File: config.mk
export PLATFORM = sky130hd
export DESIGN_NAME = condlogic_flat
export DESIGN_NICKNAME = d
export VERILOG_FILES = /design/src/rtl/condlogic_if.sv /design/src/rtl/condlogic.sv /design/src/flat_wrapper.sv
export SDC_FILE = /design/constraint.sdc
export NUM_CORES = 1
export LEC_CHECK = 0
export ABC_AREA = 1
export BUFFER_PORTS_ARGS = -buffer_cell sky130_fd_sc_hd__buf_2
export CAP_MARGIN = 30
export CORE_AREA = 8 8 45 47
export DETAILED_ROUTE_END_ITERATION = 10
export DIE_AREA = 0 0 53 55
export HOLD_SLACK_MARGIN = 0.06
export PLACE_DENSITY = 0.66
export SLEW_MARGIN = 30
export SYNTH_ARGS = -nofsm -noshare
export SYNTH_HDL_FRONTEND = slang
export SYNTH_SLANG_ARGS = --single-unit
File: constraint.sdc
create_clock -name clk -period 1.5 [get_ports clk]
set_input_delay 0.075 -clock clk [delete_from_list [all_inputs] [get_ports clk]]
set_output_delay 0.075 -clock clk [all_outputs]
set_load 0.05 [all_outputs]
File: src/rtl/condlogic_if.sv
// Decode-to-condlogic request bus and the gated write strobes going back to the datapath.
interface condlogic_if;
  logic [3:0] Cond;
  logic [3:0] ALUFlags;
  logic [1:0] FlagW;
  logic       PCS;
  logic       NextPC;
  logic       RegW;
  logic       MemW;
  logic       PCWrite;
  logic       RegWrite;
  logic       MemWrite;
  logic [3:0] Flags;
  logic       CondEx;

  // Decode side: issues requests, observes strobes and flags.
  modport master (
    output Cond, ALUFlags, FlagW, PCS, NextPC, RegW, MemW,
    input  PCWrite, RegWrite, MemWrite, Flags, CondEx
  );

  // Conditional-execution unit side.
  modport slave (
    input  Cond, ALUFlags, FlagW, PCS, NextPC, RegW, MemW,
    output PCWrite, RegWrite, MemWrite, Flags, CondEx
  );
endinterface

File: src/rtl/condlogic.sv
// Conditional-execution unit: NZCV flag register, condition evaluation and
// gating of decoder write requests into datapath write enables.
module condlogic #(
  parameter logic [3:0] FLAG_RESET = 4'b0000
) (
  input  logic        clk,
  input  logic        reset,
  condlogic_if.slave  bus
);

  localparam int unsigned FLAG_W = 4;

  logic [FLAG_W-1:0] flags_q, flags_d;
  logic              cond_ex_delayed_q, cond_ex_delayed_d;
  logic              cond_ex;
  logic [1:0]        flag_write;
  logic              n_f, z_f, c_f, v_f;

  assign {n_f, z_f, c_f, v_f} = flags_q;

  // Evaluate the condition field against the registered (pre-update) flags.
  always_comb begin
    cond_ex = 1'b0;
    case (bus.Cond)
      4'b0000: cond_ex = z_f;
      4'b0001: cond_ex = ~z_f;
      4'b0010: cond_ex = c_f;
      4'b0011: cond_ex = ~c_f;
      4'b0100: cond_ex = n_f;
      4'b0101: cond_ex = ~n_f;
      4'b0110: cond_ex = v_f;
      4'b0111: cond_ex = ~v_f;
      4'b1000: cond_ex = c_f & ~z_f;
      4'b1001: cond_ex = ~c_f | z_f;
      4'b1010: cond_ex = (n_f == v_f);
      4'b1011: cond_ex = (n_f != v_f);
      4'b1100: cond_ex = ~z_f & (n_f == v_f);
      4'b1101: cond_ex = z_f | (n_f != v_f);
      4'b1110: cond_ex = 1'b1;
      default: cond_ex = 1'b0;
    endcase
  end

  // Next-state for the split N,Z / C,V halves and the delayed condition result.
  always_comb begin
    flag_write        = bus.FlagW & {2{cond_ex}};
    flags_d           = flags_q;
    cond_ex_delayed_d = cond_ex;
    if (flag_write[1]) flags_d[3:2] = bus.ALUFlags[3:2];
    if (flag_write[0]) flags_d[1:0] = bus.ALUFlags[1:0];
  end

  // State registers with synchronous reset.
  always_ff @(posedge clk) begin
    if (reset) begin
      flags_q           <= FLAG_RESET;
      cond_ex_delayed_q <= 1'b0;
    end else begin
      flags_q           <= flags_d;
      cond_ex_delayed_q <= cond_ex_delayed_d;
    end
  end

  // Write strobes use the condition captured in Execute; fetch increment always wins for PC.
  always_comb begin
    bus.PCWrite  = (bus.PCS & cond_ex_delayed_q) | bus.NextPC;
    bus.RegWrite = bus.RegW & cond_ex_delayed_q;
    bus.MemWrite = bus.MemW & cond_ex_delayed_q;
    bus.Flags    = flags_q;
    bus.CondEx   = cond_ex;
  end

endmodule

File: src/flat_wrapper.sv
// flat-port wrapper written by rule: the top's interface ports become plain ports
module condlogic_flat 
#(
  parameter logic [3:0] FLAG_RESET = 4'b0000
)
  (clk, reset, bus_Cond, bus_ALUFlags, bus_FlagW, bus_PCS, bus_NextPC, bus_RegW, bus_MemW, bus_PCWrite, bus_RegWrite, bus_MemWrite, bus_Flags, bus_CondEx);
  condlogic_if bus_i ();
  input  logic clk;
  input  logic reset;
  input wire logic [$bits(bus_i.Cond)-1:0] bus_Cond;
  input wire logic [$bits(bus_i.ALUFlags)-1:0] bus_ALUFlags;
  input wire logic [$bits(bus_i.FlagW)-1:0] bus_FlagW;
  input wire logic [$bits(bus_i.PCS)-1:0] bus_PCS;
  input wire logic [$bits(bus_i.NextPC)-1:0] bus_NextPC;
  input wire logic [$bits(bus_i.RegW)-1:0] bus_RegW;
  input wire logic [$bits(bus_i.MemW)-1:0] bus_MemW;
  output wire logic [$bits(bus_i.PCWrite)-1:0] bus_PCWrite;
  output wire logic [$bits(bus_i.RegWrite)-1:0] bus_RegWrite;
  output wire logic [$bits(bus_i.MemWrite)-1:0] bus_MemWrite;
  output wire logic [$bits(bus_i.Flags)-1:0] bus_Flags;
  output wire logic [$bits(bus_i.CondEx)-1:0] bus_CondEx;
  assign bus_i.Cond = bus_Cond;
  assign bus_i.ALUFlags = bus_ALUFlags;
  assign bus_i.FlagW = bus_FlagW;
  assign bus_i.PCS = bus_PCS;
  assign bus_i.NextPC = bus_NextPC;
  assign bus_i.RegW = bus_RegW;
  assign bus_i.MemW = bus_MemW;
  assign bus_PCWrite = bus_i.PCWrite;
  assign bus_RegWrite = bus_i.RegWrite;
  assign bus_MemWrite = bus_i.MemWrite;
  assign bus_Flags = bus_i.Flags;
  assign bus_CondEx = bus_i.CondEx;
  condlogic #(.FLAG_RESET(FLAG_RESET)) u_core (.clk(clk), .reset(reset), .bus(bus_i));
endmodule
# Word-level counts from Yosys, hierarchy flattened
# Cells that the tools add are included.
totals:
  register_bits: 5
  wordCells: 34
  inputBits: 16
  output_inout_bits: 8
classes:
  eq_ne: 16
  n_reduce_logical: 1
  mux: 1
  bitwise: 13
op_table:
  columns: ["operator", "n"]
  rows:
  - ["equality test 4 bit, second input constant", 7]
  - ["equality test 4 x 3 -> 1 bit, second input constant", 4]
  - ["case mux 1 bit (15 select lines)", 1]
  - ["equality test 4 x 2 -> 1 bit, second input constant", 2]
  - ["bitwise AND 1 bit", 5]
  - ["equality test 4 x 1 -> 1 bit, second input constant", 1]
  - ["logical NOT 4 bit", 1]
  - ["NOT 1 bit", 4]
  - ["OR 1 bit", 3]
  - ["bitwise AND 2 bit", 1]
  - ["equality test 1 bit", 1]
  - ["inequality test 1 bit", 1]

# Longest topological paths before layout
# Gate-level depths: netlist of run 1.
logic_depth:
  word_depth: 4
  ltp_mapped: 11
  mapped_depth_nobuf: 11

# Least setup slack after synthesis of run 1
# No wires, ideal clock.
synth_timing:
  path_kind: "register -> register"
  start: "register u_core.flags_q[3], in the netlist u_core.bus.Flags[3]"
  end: "register u_core.flags_q[3], in the netlist u_core.bus.Flags[3]"
  required_time_ns: 1.383
  stages_incl_launch_ff: 10
  setup_ns: 0.117
  slack_ns: -0.221
  synth_period_minus_slack_ns: 1.721
  t_arrival_ns: 1.604
  cell_sequence: "dfxtp_1 inv_1 nand2_1 nand3_2 nand2_1 nand2_2 nor2_4 nand2_4 a21oi_1 nor2_1"
synth_between:
  elab_chain_len: 4
  word_cells_on_any_way: 7
  classes_between: "eq/ne (2); mux (1); bitwise (4)"
synth_lines:
  columns: ["element", "line", "text"]
  rows:
  - ["from (decl)", "condlogic.sv:13", "logic [FLAG_W-1:0] flags_q, flags_d;"]
  - ["from (signal assigned)", "condlogic.sv:59", "flags_q <= flags_d;"]
  - ["inequality test 1 bit / equality test 1 bit (equally long branches)", null, null]
  - ["OR 1 bit / bitwise AND 1 bit (equally long branches)", "condlogic.sv:38, condlogic.sv:37", null]
  - ["case mux 1 bit (15 select lines) (*)", "condlogic.sv:24", "case (bus.Cond)"]
  - ["net bus_CondEx", "flat_wrapper.sv:21", "output wire logic [$bits(bus_i.CondEx)-1:0] bus_CondEx;"]
  - ["bitwise AND 2 bit (*)", "condlogic.sv:46", "flag_write = bus.FlagW & {2{cond_ex}};"]
# The timed path passes the listed nets; every way through them passes the cells marked *.
# A chain may end at the register's enable or synchronous reset.

# Worst setup path after layout of run 1
layout_timing:
  start: "register u_core.flags_q[1], in the netlist u_core.bus.Flags[1]"
  end: "output bus_CondEx"
layout_between:
  elab_chain_len: 3
  word_cells_on_any_way: 4
  classes_between: "mux (1); bitwise (3)"
layout_lines:
  columns: ["element", "line", "text"]
  rows:
  - ["NOT 1 bit", "condlogic.sv:28, condlogic.sv:34", null]
  - ["OR 1 bit", "condlogic.sv:34", "4'b1001: cond_ex = ~c_f | z_f;"]
  - ["case mux 1 bit (15 select lines) (*)", "condlogic.sv:24", null]
  - ["to (decl)", "flat_wrapper.sv:21", null]
# Mark *: on every way between the ends. The rest lies on a longest branch, timed or not.

==> results of run 1 <==
## sequential cells by signal, summed over array words and instances, names as in the netlist
signal                    cells
u_core.bus.Flags              4
u_core.cond_ex_delayed_q      1
## per-layer routing
layer | global-route usage [%] | up-vias | part of all wire (%)
met5 | 0 | - | 0
met2 | 17.77 | 18 | 52
li1 | - | 337 | -
met3 | 2.406 | 3 | 5.6
met1 | 10.15 | 268 | 41
met4 | 6.466 | 0 | 1.3
## worst max-delay path, stage by stage, from the launching register on
cell and delay, ns:
sky130_fd_sc_hd__dfxtp_4 0.35, sky130_fd_sc_hd__inv_1 0.06, sky130_fd_sc_hd__a21oi_2 0.12, sky130_fd_sc_hd__nand2_1 0.06
sky130_fd_sc_hd__nand2_1 0.07, sky130_fd_sc_hd__nand2_2 0.07, sky130_fd_sc_hd__nor2_4 0.13, sky130_fd_sc_hd__nand2_4 0.09
sky130_fd_sc_hd__buf_8 0.16
## power groups by stage
stage | sequential [mW] | combinational [mW] | clock [mW]
after floorplan | 0.208 | 0.146 | 0
after global placement | 0.171 | 0.251 | 0
after detailed placement | 0.172 | 0.253 | 0
after CTS | 0.170 | 0.258 | 0.158
after global routing | 0.175 | 0.325 | 0.166
final | 0.172 | 0.298 | 0.155
## metrics by stage
stage               total power [mW]  setup WS (ns)  instances  instance area, um^2  utilization [%]
finish                        0.6247        0.06604        136                725.7            52.44
global route                  0.6664       -0.01179        136                725.7            52.44
CTS                           0.5862       0.003567        131                664.4            48.01
detailed placement            0.4250         0.1957        126                625.6            45.21
global placement              0.4227         0.2074        126                625.6            45.21
floorplan                     0.3542       0.006478         87                490.5                -
## cell type report
type,instances,area share [%]
Multi-Input combinational cell,66,45.34
Timing Repair Buffer,29,23.79
Sequential cell,5,15.52
Inverter,16,8.966
Clock buffer,4,3.621
Tap cell,16,2.759
## timing repair
item	CTS	global route
gates resized for setup	1	10
pin swaps	0	3
hold endpoints to repair	1	0
setup endpoints to repair	1	1
hold buffers	1	0
setup buffers	0	5
cloned	0	0
## cells in the final DEF, fill, tap and decap left out
cell type / n
sky130_fd_sc_hd__buf_4: 5
sky130_fd_sc_hd__nand3_2: 2
sky130_fd_sc_hd__dfxtp_4: 3
sky130_fd_sc_hd__nor2_2: 1
sky130_fd_sc_hd__buf_2: 22
sky130_fd_sc_hd__dfxtp_1: 1
sky130_fd_sc_hd__nand2_2: 3
sky130_fd_sc_hd__nor2_1: 10
sky130_fd_sc_hd__dlygate4sd3_1: 1
sky130_fd_sc_hd__clkbuf_1: 1
sky130_fd_sc_hd__inv_1: 13
sky130_fd_sc_hd__nand3b_1: 1
sky130_fd_sc_hd__a21o_1: 1
sky130_fd_sc_hd__nor3_1: 1
sky130_fd_sc_hd__nand2_1: 25
sky130_fd_sc_hd__nor2_4: 2
sky130_fd_sc_hd__a21oi_2: 1
sky130_fd_sc_hd__a21oi_1: 6
sky130_fd_sc_hd__buf_8: 1
sky130_fd_sc_hd__nand3_1: 12
sky130_fd_sc_hd__dfxtp_2: 1
sky130_fd_sc_hd__nand2_4: 1
sky130_fd_sc_hd__clkbuf_4: 3
sky130_fd_sc_hd__inv_4: 2
sky130_fd_sc_hd__clkinv_1: 1
## logic make-up after synthesis
group,Yosys count,synth area share [%]
simple gates,58,58.03
flops,5,20.73
buf+inv,16,12.43
compound gates,8,8.808
## path summary, 6_finish.rpt
kind,from,end,cells past startpoint
setup reg to reg,u_core.bus.Flags[1],u_core.bus.Flags[2],11
setup / recovery,u_core.bus.Flags[1],bus_CondEx,8
hold reg to reg,u_core.bus.Flags[3],u_core.bus.Flags[3],2
hold / removal,bus_FlagW[0],u_core.bus.Flags[1],3
==> flow_results.org, run 1 <==
** Status
- Outcome :: complete, no violations

** Die
- The die is 53 um wide.
- Number of placement rows :: 14
- Initial Utilization :: 34.90%
- In this run the count of I/O pins placed on the die edge is 24.
- The total area inside the core boundary comes to 1384 um^2.
- Die area :: 2915 um^2
- The die is 55 um tall.

** Logic synthesis
- Yosys top cell by area :: sky130_fd_sc_hd__dfxtp_1
- Yosys mapped the design onto 15 distinct sky130hd cell types.
- Mean post-synth cell area :: 5.551 um^2
- Largest cells by area after synthesis :: sky130_fd_sc_hd__dfxtp_1, sky130_fd_sc_hd__nand2_1, sky130_fd_sc_hd__nand3_1, sky130_fd_sc_hd__inv_1, sky130_fd_sc_hd__nor2_1
- After synthesis, flip-flops and latches occupy 20.73% of the total area.
- Number of enable flip-flop cells after synthesis :: 0
- Synth Warn # :: 0
- In this run the biggest area consumer among cell types represents 20.73% of the synthesized area.
- Combined area of all synthesized cells :: 483.0 um^2
- After synthesis the netlist holds a flip-flop and latch count of 5.
- Most numerous cell in the Yosys netlist :: sky130_fd_sc_hd__nand2_1
- Post-synthesis instance total :: 87
- Number of nets produced by synthesis :: 103
- Dominant synthesized flop cell :: sky130_fd_sc_hd__dfxtp_1
- After synthesis, the most frequently instantiated cells are sky130_fd_sc_hd__nand2_1, sky130_fd_sc_hd__inv_1, sky130_fd_sc_hd__nand3_1.
- After synthesis, the share of flip-flops with an asynchronous set or reset is 0%.

** Critical path
- The worst setup path is captured at an output port.
- The worst setup path is of the register to output port kind.
- Data on the critical path arrives at its endpoint at 1.36 ns.
- CP max FO :: 8
- At the worst endpoint, the required time is 1.42 ns.
- Minimum setup slack among reg-to-reg paths :: 0.15 ns
- Type of element launching the critical path :: register

** Route
- Routed Wire Length :: 1.385 mm
- In this run, the number of DRC markers left after iteration 0 of detailed routing was 11.
- Number of remaining DRC errors :: 0
- In this run the remaining antenna-violating nets after routing total 0.
- In the routed layout, each cell is associated on average with a via count of 4.603.
- The first detailed-routing pass took 4 iterations.
- The final route contains 626 vias.
- Detail-routed net length per standard cell :: 10.18 um

** Timing
- Measured against its own limit, the worst slew margin works out to 83.16%.
- Min cycle time layout :: 1.434 ns
- Slew @ Worst Pin :: 0.2544 ns
- Between clock sinks in the finished design, the worst skew comes to 0.004570 ns.
- The final number of hold-violating endpoints was 0.
- The final critical path takes up 95.60% of the cycle.
- Worst-case hold slack :: 0.1348 ns
- Summed over all failing endpoints, the final setup total negative slack is 0 ns.
- Setup violations remaining at the end of the flow were counted as 0.
- Derived from the worst setup path, the maximum achievable clock frequency is 697.4 MHz.
- The final-report max-slew violation count came to 0.

** Worst hold path
- Path category of the worst min-delay check :: primary input to register

** Global route
- Entering global routing, the biggest net connects 10 pins.
- Global-route wire length before repair :: 2.214 mm
- Grt ovf :: 0
- Global Route Usage Sum :: 9.934%
- Number of global-route vias before repair :: 603
- The initial antenna violation count came to 0.

** Pwr
- Clock network fraction of total power :: 24.9%
- Cell internal pwr :: 362.5 uW
- Ratio of total power to cell area :: 860.8 nW/um^2
- VDD sags by at most 0.4626 mV.
- NetSw :: 262.1 uW
- In this run the static leakage power is 0.4307 nW.
- Relative contribution of sequential cells to total power :: 27.5%
- Fraction of power spent switching nets :: 41.96%
- Comb pwr share :: 47.7%

** Clock network
- CTS saw 5 sinks.
- Number of CTS-inserted buffers :: 3
- Register clock-pin slew on the reported worst setup and hold paths :: 0.04 ns
- CTS built an H-tree with a depth of 1.
- Number of buffers on the longest clock path :: 2
- CTS tree :: yes
- Insertion delay of the later-clocked pin in the worst-skew pair :: 0.24 ns
- Clock Tree Root :: sky130_fd_sc_hd__clkbuf_4

** Place
- Routability congestion estimate from global placement :: 0.7641
- PortBufs :: 23
- DP Wirelength :: 1.123 mm

** Cells and area
- Register area :: 112.6 um^2
- Cells with a size suffix above 1 make up 39.17% of the layout.
- 0 antenna diodes ended up in the layout.
- Filler instances :: 143
- At the end of the flow, the number of nets in the layout was 137.
- From synthesis to final layout, the design area changed by 50.26%.
- Area occupied by multi-input gates :: 329.1 um^2

** Run
- Across the run, the number of max-cap violations was 0.
No activity file was read; power rests on OpenSTA's default activity.
==> inputs of run 2 (changes only) <==
--- a/config.mk
+++ b/config.mk
@@ -8,9 +8,9 @@
 export ABC_AREA = 1
 export BUFFER_PORTS_ARGS = -buffer_cell sky130_fd_sc_hd__buf_2
 export CAP_MARGIN = 30
-export CORE_AREA = 8 8 45 47
+export CORE_AREA = 2 2 39 41
 export DETAILED_ROUTE_END_ITERATION = 10
-export DIE_AREA = 0 0 53 55
+export DIE_AREA = 0 0 41 43
 export HOLD_SLACK_MARGIN = 0.06
 export PLACE_DENSITY = 0.66
 export SLEW_MARGIN = 30
==> run 2 against run 1 <==
  * Critical endpoint unchanged
  * Critical path type unchanged
  * Worst hold slack worse by 0.00069 ns
  * Count of clock-buffer cells in the layout stayed put
  * Largest power group unchanged
  * Maximum frequency is 0.42% higher
  * Largest cell class unchanged
  * Register-to-register slack worse by 0.03 ns
==> flow_results.org, run 2 (synthesized netlist as in run 1, its figures left out) <==
** Critical path
- Highest cell delay on the worst timing path :: 0.36 ns (about the same)
- Type of element launching the critical path :: register
- The critical path goes through inv_4 > nand2_2 > nand3_2 > nand2_1 > nand2_1 > nand2_2 > nor2_4 > nand2_4 > buf_8.
- The arrival time reported for the critical path endpoint was 1.35 ns (about the same).
- CP max FO :: 8 (unchanged)
- The worst setup path is captured at an output port.
- Among all stages on the critical path, the largest delay is contributed by sky130_fd_sc_hd__dfxtp_4.
- Type of the worst setup path :: register to output port
- Required time of the critical path :: 1.42 ns (about the same)

** Cells and area
- Fraction of final layout cells with drive strength greater than 1 :: 41.53% (+2.4 points)
- Filler instances :: 149 (+4.2%)
- Leading cell type in the layout, fill and taps excluded :: sky130_fd_sc_hd__nand2_1
- Number of flip-flops in the largest register :: 4 (unchanged)
- P&R area growth vs syn :: 49.22%
- Net count, final :: 135 (-1.5%)
- The utilization after layout is 52.08% (-0.36 points).
- The number of diodes added for antenna fixing came to 0 (unchanged).
- Most frequent cells in the layout :: sky130_fd_sc_hd__nand2_1, sky130_fd_sc_hd__buf_2, sky130_fd_sc_hd__inv_1

** Route
- The remaining antenna violation count after routing came to 0 (unchanged).
- Via density :: 4.522 (-1.8%)
- Detail-routed net length per standard cell :: 8.978 um (-12%)
- The via count was 606 (-3.2%).
- The detailed router's first-iteration violation count is 8 (-3).
- Routed Wire Length :: 1.203 mm (-13%)
- Pre-antenna DRT Iters :: 4 (unchanged)
- Number of remaining DRC errors :: 0 (unchanged)

** Timing
- Final worst-path setup slack :: 0.07203 ns (+0.005996 ns)
- The ratio of final minimum period to clock period was 95.20% (-0.40 points).
- Remaining max-slew budget at the tightest pin :: 83.39% (+0.24 points)
- The worst clock skew on the final layout is 0.001480 ns (-0.003090 ns).
- The final number of hold-violating endpoints is 0 (unchanged).
- Setup repair after global routing could not meet its margin everywhere.
- Final slew viol count :: 0 (unchanged)
- The worst hold margin is 0.1341 ns (-0.0006910 ns).
- The count of final setup violators was 0 (unchanged).
- The fmax came to 700.3 MHz (+0.42%).
- Total negative setup slack :: 0 ns (unchanged)
- The clock period minus worst slack is 1.428 ns (-0.005996 ns).
- The transition at the pin with the smallest max-transition slack was 0.2508 ns (-0.003577 ns).

** Clock network
- Insertion delay of the later-clocked pin in the worst-skew pair :: 0.24 ns (about the same)
- Number of CTS-inserted buffers :: 3 (unchanged)
- The tree is rooted in a sky130_fd_sc_hd__clkbuf_4.
- The clock-pin slew of the registers on the worst-case setup and hold paths was 0.04 ns (about the same).
- Number of buffers on the longest clock path :: 2 (unchanged)
- TritonCTS built the clock tree.
- The depth of the CTS H-tree came to 1 (unchanged).
- The TritonCTS sink count was 5 (unchanged).

** Global route
- Initial antenna violation count :: 0 (unchanged)
- Global-route wire length before repair :: 1.966 mm (-11%)
- The total grt overflow is 0 (unchanged).
- Number of global-route vias before repair :: 521 (-14%)
- The largest net degree at the start of global routing is 10 (unchanged).
- The combined global-route utilization of all metal layers is 16.18% (+6.2 points).

** Die
- The area of the die was 1763 um^2 (-40%).
- # IOs :: 24 (unchanged)
- The vertical die dimension came to 43 um (-22%).
- The area inside the core boundary came to 1384 um^2 (unchanged).
- The total number of placement rows came to 14 (unchanged).
- The initial core utilization was 34.90% (unchanged).
- Width of the die :: 41 um (-23%)

** Status
- The flow ran to the end, and the final reports show no timing, DRC or antenna violations.

** Pwr
- The maximum vdd drop was 0.4910 mV (+6.2%).
- The total power came to 615.2 uW (-1.5%).
- Leakage power :: 0.4224 nW (-1.9%)
- The power density over the cells was 853.6 nW/um^2 (-0.83%).

** Place
- The count of port buffers added during placement came to 23 (unchanged).
- DP Wirelength :: 944.6 um (-16%)
- Worst slack after detailed placement :: 0.2040 ns (+0.008309 ns)
- The last weighted congestion value of the routability-driven placer came to 0.7594 (-0.62%).

** Worst hold path
- The path class of the tightest hold or removal check is primary input to register.

** Run
- The max-cap violation count was 0 (unchanged).
run 2: cell types whose count changed in the layout (fill, tap and decap cells not counted):
cell,delta
sky130_fd_sc_hd__nand2_1,-2
sky130_fd_sc_hd__nand3_1,-1
sky130_fd_sc_hd__inv_1,-1
sky130_fd_sc_hd__buf_4,-2
sky130_fd_sc_hd__nand3_2,+1
sky130_fd_sc_hd__nand2_2,+2
sky130_fd_sc_hd__inv_2,+1
run 2: area by class of cell:
class | instances | area (um^2) | area share (%)
clock buffer | 4 | 26.28 | 3.646
sequential | 5 | 112.6 | 15.63
timing repair buffer | 27 | 157.7 | 21.87
tap | 16 | 20.02 | 2.778
multi-input combinational | 66 | 339.1 | 47.05
inverter | 16 | 65.06 | 9.028
run 2: report_power, final:
| part | internal (mW) | switching, mW |
|---|---|---|
| Clock | 0.100 | 0.0501 |
| Combinational | 0.107 | 0.185 |
| Sequential | 0.150 | 0.0223 |
run 2: worst max-delay path, delay by kind of cell (launching register included):
kind                   cells  cell delay [ns]
AND/OR/NAND/NOR            7             0.54
flip-flops                 1             0.36
buffers and inverters      2             0.22
run 2: timing repair:
action | CTS | global route
setup buffers | 0 | 3
resized for setup | 2 | 13
hold buffers | 1 | 0
endpoints found under the setup margin | 1 | 1
hold endpoints to repair | 1 | 0
pin swaps | 0 | 6
run 2: metal layers:
layer / up-vias / GRT usage (%) / part of all wire, %
met2: 17 / 24.38 / 51
met5: - / 0 / 0
met1: 253 / 20.97 / 43
li1: 334 / - / -
met3: 2 / 1.571 / 4.7
met4: 0 / 10.00 / 1.0
run 2: final timing paths:
| check | depth (start not counted) | slack [ns] | to | start |
|---|---|---|---|---|
| max | 9 | 0.07 | bus_CondEx | u_core.bus.Flags[3] |
| min | 3 | 0.13 | u_core.bus.Flags[3] | bus_FlagW[1] |
| max reg2reg | 11 | 0.12 | u_core.bus.Flags[2] | u_core.bus.Flags[3] |
| min reg2reg | 2 | 0.53 | u_core.bus.Flags[1] | u_core.bus.Flags[1] |
run 2: stage by stage:
| stage | instance area, um^2 | std cells |
|---|---|---|
| 2_1_floorplan | 490.5 | 87 |
| 3_3_place_gp | 625.6 | 126 |
| 3_5_place_dp | 625.6 | 126 |
| 4_1_cts | 668.1 | 131 |
| 5_1_grt | 720.7 | 134 |
| 6_report | 720.7 | 134 |
